===== config.mk =====
export PLATFORM = sky130hd
export DESIGN_NAME = uart_rx_flat
export DESIGN_NICKNAME = d
export VERILOG_FILES = /design/src/rtl/uart_rx_if.sv /design/src/rtl/uart_rx.sv /design/src/flat_wrapper.sv
export SDC_FILE = /design/constraint.sdc
export NUM_CORES = 1
export LEC_CHECK = 0
export BUFFER_PORTS_ARGS = -buffer_cell sky130_fd_sc_hd__clkbuf_2
export CELL_PAD_IN_SITES_DETAIL_PLACEMENT = 2
export CELL_PAD_IN_SITES_GLOBAL_PLACEMENT = 2
export CORE_ASPECT_RATIO = 1.5
export CORE_MARGIN = 4
export CORE_UTILIZATION = 35
export DETAILED_ROUTE_END_ITERATION = 8
export PLACE_DENSITY_LB_ADDON = 0.15
export SYNTH_ARGS = -nofsm -noshare
export SYNTH_HDL_FRONTEND = slang
export SYNTH_SLANG_ARGS = --single-unit

===== constraint.sdc =====
create_clock -name Clk -period 1.9 [get_ports Clk]
set_input_delay 0.095 -clock Clk [delete_from_list [all_inputs] [get_ports Clk]]
set_output_delay 0.095 -clock Clk [all_outputs]
set_load 0.03 [all_outputs]

===== src/rtl/uart_rx_if.sv =====
// Valid/ready byte stream carrying received characters out of uart_rx.
interface taxi_axis_if #(
    parameter int DATA_W = 8
);
    logic              tvalid;
    logic              tready;
    logic [DATA_W-1:0] tdata;

    modport master (output tvalid, output tdata, input tready);
    modport slave  (input tvalid, input tdata, output tready);
endinterface


===== src/rtl/uart_rx.sv =====
// UART receiver: 5..8 data bits, optional parity, one stop bit, 8x oversampled baud pulse.
// Define UART_RX_MAJORITY_EN to vote each bit from three samples instead of one.
module uart_rx #(
    parameter int SYNC_STAGES = 2
) (
    input  logic        Clk,
    input  logic        Rst,
    input  logic        En,
    input  logic        baud_clk,
    input  logic        rxd,
    taxi_axis_if.master m_axis,
    input  logic [1:0]  data_bits,
    input  logic        parity_en,
    input  logic        parity_type,
    output logic        busy,
    output logic        frame_err,
    output logic        parity_err,
    output logic        overrun_err
);

    typedef enum logic [2:0] {IDLE, START, DATA, PARITY, STOP} state_t;

    state_t                 state_q;
    logic [SYNC_STAGES-1:0] sync_q;
    logic                   rxdPrev_q;
    logic [2:0]             baudCnt_q;
    logic [2:0]             bitCnt_q;
    logic [1:0]             dataBits_q;
    logic                   parityEn_q;
    logic                   parityType_q;
    logic [7:0]             shift_q;
    logic                   parityAcc_q;
    logic                   parityBad_q;
    logic                   tvalid_q;
    logic [7:0]             tdata_q;
    logic                   frameErr_q;
    logic                   parityErr_q;
    logic                   overrunErr_q;

    logic       rxdSync_d;
    logic       bitVal_d;
    logic       tick_d;
    logic       lastBit_d;
    logic [7:0] byte_d;

    assign rxdSync_d = sync_q[SYNC_STAGES-1];

`ifdef UART_RX_MAJORITY_EN
    // The vote needs the third sample, so the decision lands on pulse 5 of each window.
    localparam logic [2:0] FIRST_TICK = 3'd4;
    logic [1:0] hist_q;
    assign bitVal_d = (hist_q[0] & hist_q[1]) | (hist_q[0] & rxdSync_d) | (hist_q[1] & rxdSync_d);
`else
    localparam logic [2:0] FIRST_TICK = 3'd3;
    assign bitVal_d = rxdSync_d;
`endif

    assign tick_d    = baud_clk && (baudCnt_q == ((state_q == START) ? FIRST_TICK : 3'd7));
    assign lastBit_d = (bitCnt_q == (3'd7 - {1'b0, dataBits_q}));
    // Bits enter at the MSB, so short characters sit high and are shifted down here.
    assign byte_d    = shift_q >> dataBits_q;

    always_ff @(posedge Clk) begin
        if (Rst) begin
            state_q      <= IDLE;
            sync_q       <= '1;
            rxdPrev_q    <= 1'b1;
            baudCnt_q    <= '0;
            bitCnt_q     <= '0;
            dataBits_q   <= '0;
            parityEn_q   <= 1'b0;
            parityType_q <= 1'b0;
            shift_q      <= '0;
            parityAcc_q  <= 1'b0;
            parityBad_q  <= 1'b0;
            tvalid_q     <= 1'b0;
            tdata_q      <= '0;
            frameErr_q   <= 1'b0;
            parityErr_q  <= 1'b0;
            overrunErr_q <= 1'b0;
        end else begin
            sync_q       <= {sync_q[SYNC_STAGES-2:0], rxd};
            rxdPrev_q    <= rxdSync_d;
            frameErr_q   <= 1'b0;
            parityErr_q  <= 1'b0;
            overrunErr_q <= 1'b0;
            if (tvalid_q && m_axis.tready) begin
                tvalid_q <= 1'b0;
            end
            if (!En) begin
                state_q   <= IDLE;
                baudCnt_q <= '0;
                bitCnt_q  <= '0;
            end else if (state_q == IDLE) begin
                if (rxdPrev_q && !rxdSync_d) begin
                    state_q      <= START;
                    baudCnt_q    <= '0;
                    bitCnt_q     <= '0;
                    dataBits_q   <= data_bits;
                    parityEn_q   <= parity_en;
                    parityType_q <= parity_type;
                    shift_q      <= '0;
                    parityAcc_q  <= 1'b0;
                    parityBad_q  <= 1'b0;
                end
            end else if (baud_clk) begin
                baudCnt_q <= tick_d ? 3'd0 : baudCnt_q + 3'd1;
                if (tick_d) begin
                    case (state_q)
                        START: state_q <= bitVal_d ? IDLE : DATA;
                        DATA: begin
                            shift_q     <= {bitVal_d, shift_q[7:1]};
                            parityAcc_q <= parityAcc_q ^ bitVal_d;
                            bitCnt_q    <= bitCnt_q + 3'd1;
                            if (lastBit_d) begin
                                state_q <= parityEn_q ? PARITY : STOP;
                            end
                        end
                        PARITY: begin
                            parityBad_q <= bitVal_d != (parityAcc_q ^ parityType_q);
                            state_q     <= STOP;
                        end
                        STOP: begin
                            state_q     <= IDLE;
                            frameErr_q  <= !bitVal_d;
                            parityErr_q <= parityBad_q;
                            // A same-cycle acceptance frees the holding register for the new byte.
                            if (bitVal_d && !parityBad_q) begin
                                if (!tvalid_q || m_axis.tready) begin
                                    tvalid_q <= 1'b1;
                                    tdata_q  <= byte_d;
                                end else begin
                                    overrunErr_q <= 1'b1;
                                end
                            end
                        end
                        default: state_q <= IDLE;
                    endcase
                end
            end
        end
    end

`ifdef UART_RX_MAJORITY_EN
    always_ff @(posedge Clk) begin
        if (Rst) begin
            hist_q <= '1;
        end else if (baud_clk) begin
            hist_q <= {hist_q[0], rxdSync_d};
        end
    end
`endif

    assign m_axis.tvalid = tvalid_q;
    assign m_axis.tdata  = tdata_q;
    assign busy          = (state_q != IDLE);
    assign frame_err     = frameErr_q;
    assign parity_err    = parityErr_q;
    assign overrun_err   = overrunErr_q;

endmodule

===== src/flat_wrapper.sv =====
// flat-port wrapper written by rule: the top's interface ports become plain ports
module uart_rx_flat 
#(
    parameter int SYNC_STAGES = 2
)
  (Clk, Rst, En, baud_clk, rxd, data_bits, parity_en, parity_type, busy, frame_err, parity_err, overrun_err, m_axis_tvalid, m_axis_tdata, m_axis_tready);
  taxi_axis_if m_axis_i ();
  input  logic Clk;
  input  logic Rst;
  input  logic En;
  input  logic baud_clk;
  input  logic rxd;
  input  logic [1:0] data_bits;
  input  logic parity_en;
  input  logic parity_type;
  output logic busy;
  output logic frame_err;
  output logic parity_err;
  output logic overrun_err;
  output wire logic [$bits(m_axis_i.tvalid)-1:0] m_axis_tvalid;
  output wire logic [$bits(m_axis_i.tdata)-1:0] m_axis_tdata;
  input wire logic [$bits(m_axis_i.tready)-1:0] m_axis_tready;
  assign m_axis_tvalid = m_axis_i.tvalid;
  assign m_axis_tdata = m_axis_i.tdata;
  assign m_axis_i.tready = m_axis_tready;
  uart_rx #(.SYNC_STAGES(SYNC_STAGES)) u_core (.Clk(Clk), .Rst(Rst), .En(En), .baud_clk(baud_clk), .rxd(rxd), .m_axis(m_axis_i), .data_bits(data_bits), .parity_en(parity_en), .parity_type(parity_type), .busy(busy), .frame_err(frame_err), .parity_err(parity_err), .overrun_err(overrun_err));
endmodule

# After elaboration in Yosys (flattened, before gate mapping)
# Cells that the tools add are included.
dict set report classes {
  n_reduce_logical 24
  addsub 3
  shifts 1
  n_eq_ne 9
  bitwise_logic 8
  muxes 40
}
# operator n
set op_table {}
lappend op_table {{$mux 3} 15}
lappend op_table {{$mux 8} 5}
lappend op_table {{$mux 1} 18}
lappend op_table {{$reduce_and 5->1} 2}
lappend op_table {{$pmux 3 s3} 1}
lappend op_table {{$reduce_and 4->1} 2}
lappend op_table {{$reduce_bool 2->1} 4}
lappend op_table {{$shr 8x2->8} 1}
lappend op_table {{$reduce_and 7->1} 1}
lappend op_table {{$reduce_or 7->1} 1}
lappend op_table {{$add 3x1->3 const B} 2}
lappend op_table {{$eq 3x2->1 const B} 2}
lappend op_table {{$eq 3x3->1} 2}
lappend op_table {{$not 1->1} 6}
lappend op_table {{$reduce_or 6->1} 1}
lappend op_table {{$logic_and 1x1->1} 4}
lappend op_table {{$eq 3x1->1 const B} 1}
lappend op_table {{$eq 3x3->1 const B} 1}
lappend op_table {{$logic_not 1->1} 3}
lappend op_table {{$logic_not 3->1} 1}
lappend op_table {{$ne 3x1->1 const B} 1}
lappend op_table {{$reduce_and 3->1} 1}
lappend op_table {{$reduce_bool 3->1} 1}
lappend op_table {{$sub 3x2->3 const A} 1}
lappend op_table {{7 further kinds} 8}
dict set report totals {
  reg_bits 38
  wordCells 101
  in_bits 10
}

# Logic depth before layout (Yosys ltp)
dict set report logic_depth {
  ltp_word 9
  ltp_mapped 6
  ltp_nobuf 5
}

# Least setup slack after synthesis
# OpenSTA, ideal clock, no wires.
dict set report synth_timing {
  kind {flip-flop to flip-flop}
  from {reg u_core.state_q[0]}
  to {reg u_core.state_q[2]}
  path_buffers 2
  period_less_slack_ns 1.619
  setup_slack_ns 0.281
  arrival_time_ns 1.530
  path_stages_with_launch 7
  setup_ns 0.088
  cell_sequence {dfxtp_1 -> buf_6 -> nor3_4 -> mux2i_1 -> clkbuf_1 -> o21ai_0 -> o32ai_2}
}
dict set report synth_between {
  elab_chain_len 6
}
# item line
set synth_lines {}
lappend synth_lines {{from (decl)} uart_rx.sv:23} ;# state_t state_q;
lappend synth_lines {{from (signal assigned)} uart_rx.sv:110} ;# START: state_q <= bitVal_d ? IDLE : DATA;
lappend synth_lines {{from (signal assigned)} uart_rx.sv:116} ;# state_q <= parityEn_q ? PARITY : STOP;
lappend synth_lines {{$eq 3x1->1} {uart_rx.sv:58, uart_rx.sv:109}}
lappend synth_lines {{$mux 3} uart_rx.sv:58} ;# assign tick_d = baud_clk && (baudCnt_q == ((state_q == START) ? FIRST_TICK : 3'd7));
lappend synth_lines {{$eq 3x3->1} uart_rx.sv:58}
lappend synth_lines {{$logic_and 1x1->1} uart_rx.sv:58}
lappend synth_lines {{$reduce_bool 2->1 (no line)} n/a}
lappend synth_lines {{$reduce_and 4->1 (no line)} n/a}
# Several ways; a longest one is shown, not always the timed one. The select of a mux whose other input is x is not followed.
# A chain may end at the register's enable or synchronous reset.

# Final worst setup path
dict set report layout_timing {
  from {reg u_core.state_q[0]}
  to {reg u_core.shift_q[4]}
}
dict set report layout_between {
  elab_chain_len 6
}
# item line
set layout_lines {}
lappend layout_lines {{$eq 3x1->1} uart_rx.sv:58}
lappend layout_lines {{$mux 3} uart_rx.sv:58}
lappend layout_lines {{$eq 3x3->1} uart_rx.sv:58}
lappend layout_lines {{$logic_and 1x1->1} uart_rx.sv:58}
lappend layout_lines {{$reduce_bool 2->1 (no line)} n/a}
lappend layout_lines {{$reduce_and 5->1 (no line)} n/a}
lappend layout_lines {{to (signal assigned)} uart_rx.sv:112} ;# shift_q <= {bitVal_d, shift_q[7:1]};
lappend layout_lines {{to (decl)} uart_rx.sv:31} ;# logic [7:0] shift_q;
# Several ways; a longest one is shown, not always the timed one.

==> flow_summary.json <==
{
  "outcome": "complete, no violations",
  "slew_headroom_pct": 60.6,
  "path_class": "reg -> reg",
  "clkLatencyLatePin_ns": 0.29,
  "portBuffers": 22,
  "first_iter_violations": 68,
  "hold_path_class": "in -> reg",
  "root_buffer": "clkbuf_8",
  "clk_pin_slew_ns": 0.07,
  "drt-pass1-iter-count": 4,
  "antenna_found_initial": 0,
  "r2r_setup_slack_ns": 0.13,
  "gr-total-overflow": 0,
  "grt_max_degree": 24,
  "synth.cell_area_um2": 1880,
  "r2r_start": "u_core.state_q[0]",
  "drive_gt1_share_pct": 21.6,
  "powerDensity_nw_per_um2": 676,
  "core_um2": 5160,
  "cts_made_buffers": 5,
  "synth_area_per_cell_um2": 9.30,
  "crit_end": "u_core.shift_q[4]",
  "wirelength_um": 5330,
  "clock_path_buffers": 2,
  "clock_skew_ns": 0.00722,
  "hpwl_um": 4150,
  "die_area_um2": 6630,
  "slew_viol_final": 0,
  "via_count": 1581,
  "worst_slew_pin_slew_ns": 0.589,
  "viasPerCell": 5.27,
  "nets": 243,
  "r2r_end": "u_core.shift_q[4]",
  "htreeDepth": 2,
  "synthCells": 202,
  "end_kind": "flop",
  "synth_cell_types": 45,
  "r2r_cells": 5,
  "fin_crit_sh_pct": 93.1,
  "cp.arrival_ns": 1.98,
  "critPathMaxFanout": 8,
  "ys.flop_type": "dfxtp_1",
  "clock-sinks": 38,
  "syn2layout_area_growth_pct": 18.3,
  "setup_viol": 0,
  "die_width_um": 67.8,
  "tns_ns": 0,
  "synth_warnings": 0,
  "synth_edf_count": 0,
  "hold_viol_final": 0,
  "start_util_pct": 36.4,
  "fin_crit_ns": 1.77,
  "fillers": 586,
  "grt_pass1_wl_um": 8810,
  "clock.fmax_mhz": 566,
  "n_antenna_cell": 0,
  "drc": 0,
  "place.gp.congestion": 0.778,
  "power.total_uw": 1500,
  "die_y_um": 97.7,
  "ys_seq_area_share_pct": 40.5,
  "fp-row-count": 32,
  "rsz0062_at_grt": "false",
  "place_inst": 291,
  "layoutNonFillerInstCount": 300,
  "maxCapViolCount": 0,
  "cts_setup_buffers": 0,
  "track_usage_pct": 17.6,
  "pin_count": 23,
  "cts_tree": "built",
  "worstPathRequired_ns": 2.11,
  "cp-start-kind": "flop",
  "vdd_ir_drop_max_mv": 0.271,
  "ys_ff_latch": 38,
  "whs_path_depth": 3,
  "ant_nets": 0,
  "wire_per_inst_um": 17.8,
  "grt_pass1_vias": 1760,
  "p_leak_uw": 0.000903,
  "critPathLaunch": "u_core.state_q[0]",
  "syn-num-nets": 214,
  "async_flop_share_pct": 0
}
sequential cells by signal, summed over array words and instances (netlist names), 2 cells and up:
| register | count |
|---|---|
| u_core.baudCnt_q | 3 |
| u_core.bitCnt_q | 3 |
| u_core.dataBits_q | 2 |
| u_core.m_axis.tdata | 8 |
| u_core.shift_q | 8 |
| u_core.state_q | 3 |
| u_core.sync_q | 2 |
per-layer routing:
metal | up-vias | track usage, % | share of wire [%]
met5 | - | 0 | 0
met4 | 0 | 7.20 | 3.1
met3 | 13 | 3.82 | 2.1
met2 | 21 | 31.8 | 56
met1 | 773 | 19.0 | 39
li1 | 774 | - | -
cells in the mapped netlist (2+ instances only):
cell	count	area [µm²]
nand2_1	11	41.3
or2_2	3	18.8
inv_1	5	18.8
nor2b_1	2	12.5
xnor2_1	2	17.5
mux2i_1	33	330
dfxtp_1	38	761
xor2_1	3	26.3
nor3_1	2	10.0
clkbuf_1	7	26.3
and4_1	2	17.5
a32oi_1	2	17.5
ha_1	2	25.0
a31oi_1	3	18.8
nand2b_1	10	62.6
o31ai_1	2	15.0
or3_1	3	18.8
o21ai_0	7	35.0
nand3b_1	2	15.0
buf_2	3	15.0
nand3_1	5	25.0
nand4_1	4	25.0
nor3b_1	2	15.0
nor2_1	19	71.3
a21oi_1	10	50.1
report_power, final:
part,total [µW],internal [µW],switching (µW)
registers,810,803,7.22
clock network,584,293,291
logic,109,45.5,63.2
repair_timing:
| action | 4_1_cts | 5_1_grt |
|---|---|---|
| setup endpoints to repair | 0 | 4 |
| hold buffers | 1 | 0 |
| hold endpoints to repair | 1 | 0 |
| resized for setup | 0 | 2 |
worst max-delay path, cell delays in order (launching register included):
cell and delay [ns]:
dfxtp_1 0.41, nor3_4 0.25, buf_4 0.18, mux2_2 0.44, nand3_4 0.18, mux2i_1 0.23
logic make-up after synthesis:
group | synth area share, %
AND/OR/NAND/NOR | 22.6
XOR/XNOR | 2.33
multiplexers | 18.2
adder cells (fa/ha/maj) | 1.33
AO/OA/AOI/OAI | 11.1
flip-flops | 40.5
buffers and inverters | 4.00
final cells by class:
cell class | count | area (µm²) | share of cell area (%)
multi-input combinational | 147 | 1050 | 47.3
sequential | 38 | 761 | 34.2
timing repair buffer | 34 | 215 | 9.68
clock inverter | 1 | 5.00 | 0.225
tap | 68 | 85.1 | 3.83
inverter | 5 | 18.8 | 0.845
clock buffer | 7 | 86.3 | 3.89
cells in the final DEF (no fill, tap or decap), drive strengths merged, types with 3 or more instances in the layout:
cell type / Yosys / routed
a21oi: 10 / 10
a31oi: 3 / 3
buf: 5 / 11
clkbuf: 7 / 29
dfxtp: 38 / 38
inv: 5 / 5
mux2i: 33 / 33
nand2: 11 / 11
nand2b: 10 / 10
nand3: 6 / 6
nand4: 4 / 4
nor2: 19 / 19
nor3: 3 / 3
o21ai: 7 / 7
or2: 4 / 4
or3: 3 / 3
xor2: 3 / 3
stage by stage:
| step | util [%] | area [µm²] | hold WS (ns) | setup slack, ns |
|---|---|---|---|---|
| after floorplan | - | 1880 | 0.199 | 0.281 |
| after global placement | 40.9 | 2110 | 0.278 | 0.203 |
| after detailed placement | 40.9 | 2110 | 0.288 | 0.103 |
| after CTS | 42.9 | 2210 | 0.0431 | 0.0715 |
| after global routing | 43.0 | 2220 | 0.0592 | 0.0137 |
| final | 43.0 | 2220 | 0.0409 | 0.132 |
how the worst min path moves through the flow:
stage | slack, ns | start | end
after floorplan | 0.20 | rxd | u_core.sync_q[0]
after global placement | 0.28 | rxd | u_core.sync_q[0]
after detailed placement | 0.29 | rxd | u_core.sync_q[0]
after CTS | 0.04 | parity_en | u_core.parityEn_q
after global routing | 0.06 | parity_en | u_core.parityEn_q
final | 0.04 | parity_en | u_core.parityEn_q
(Power assumes the default switching activity.)
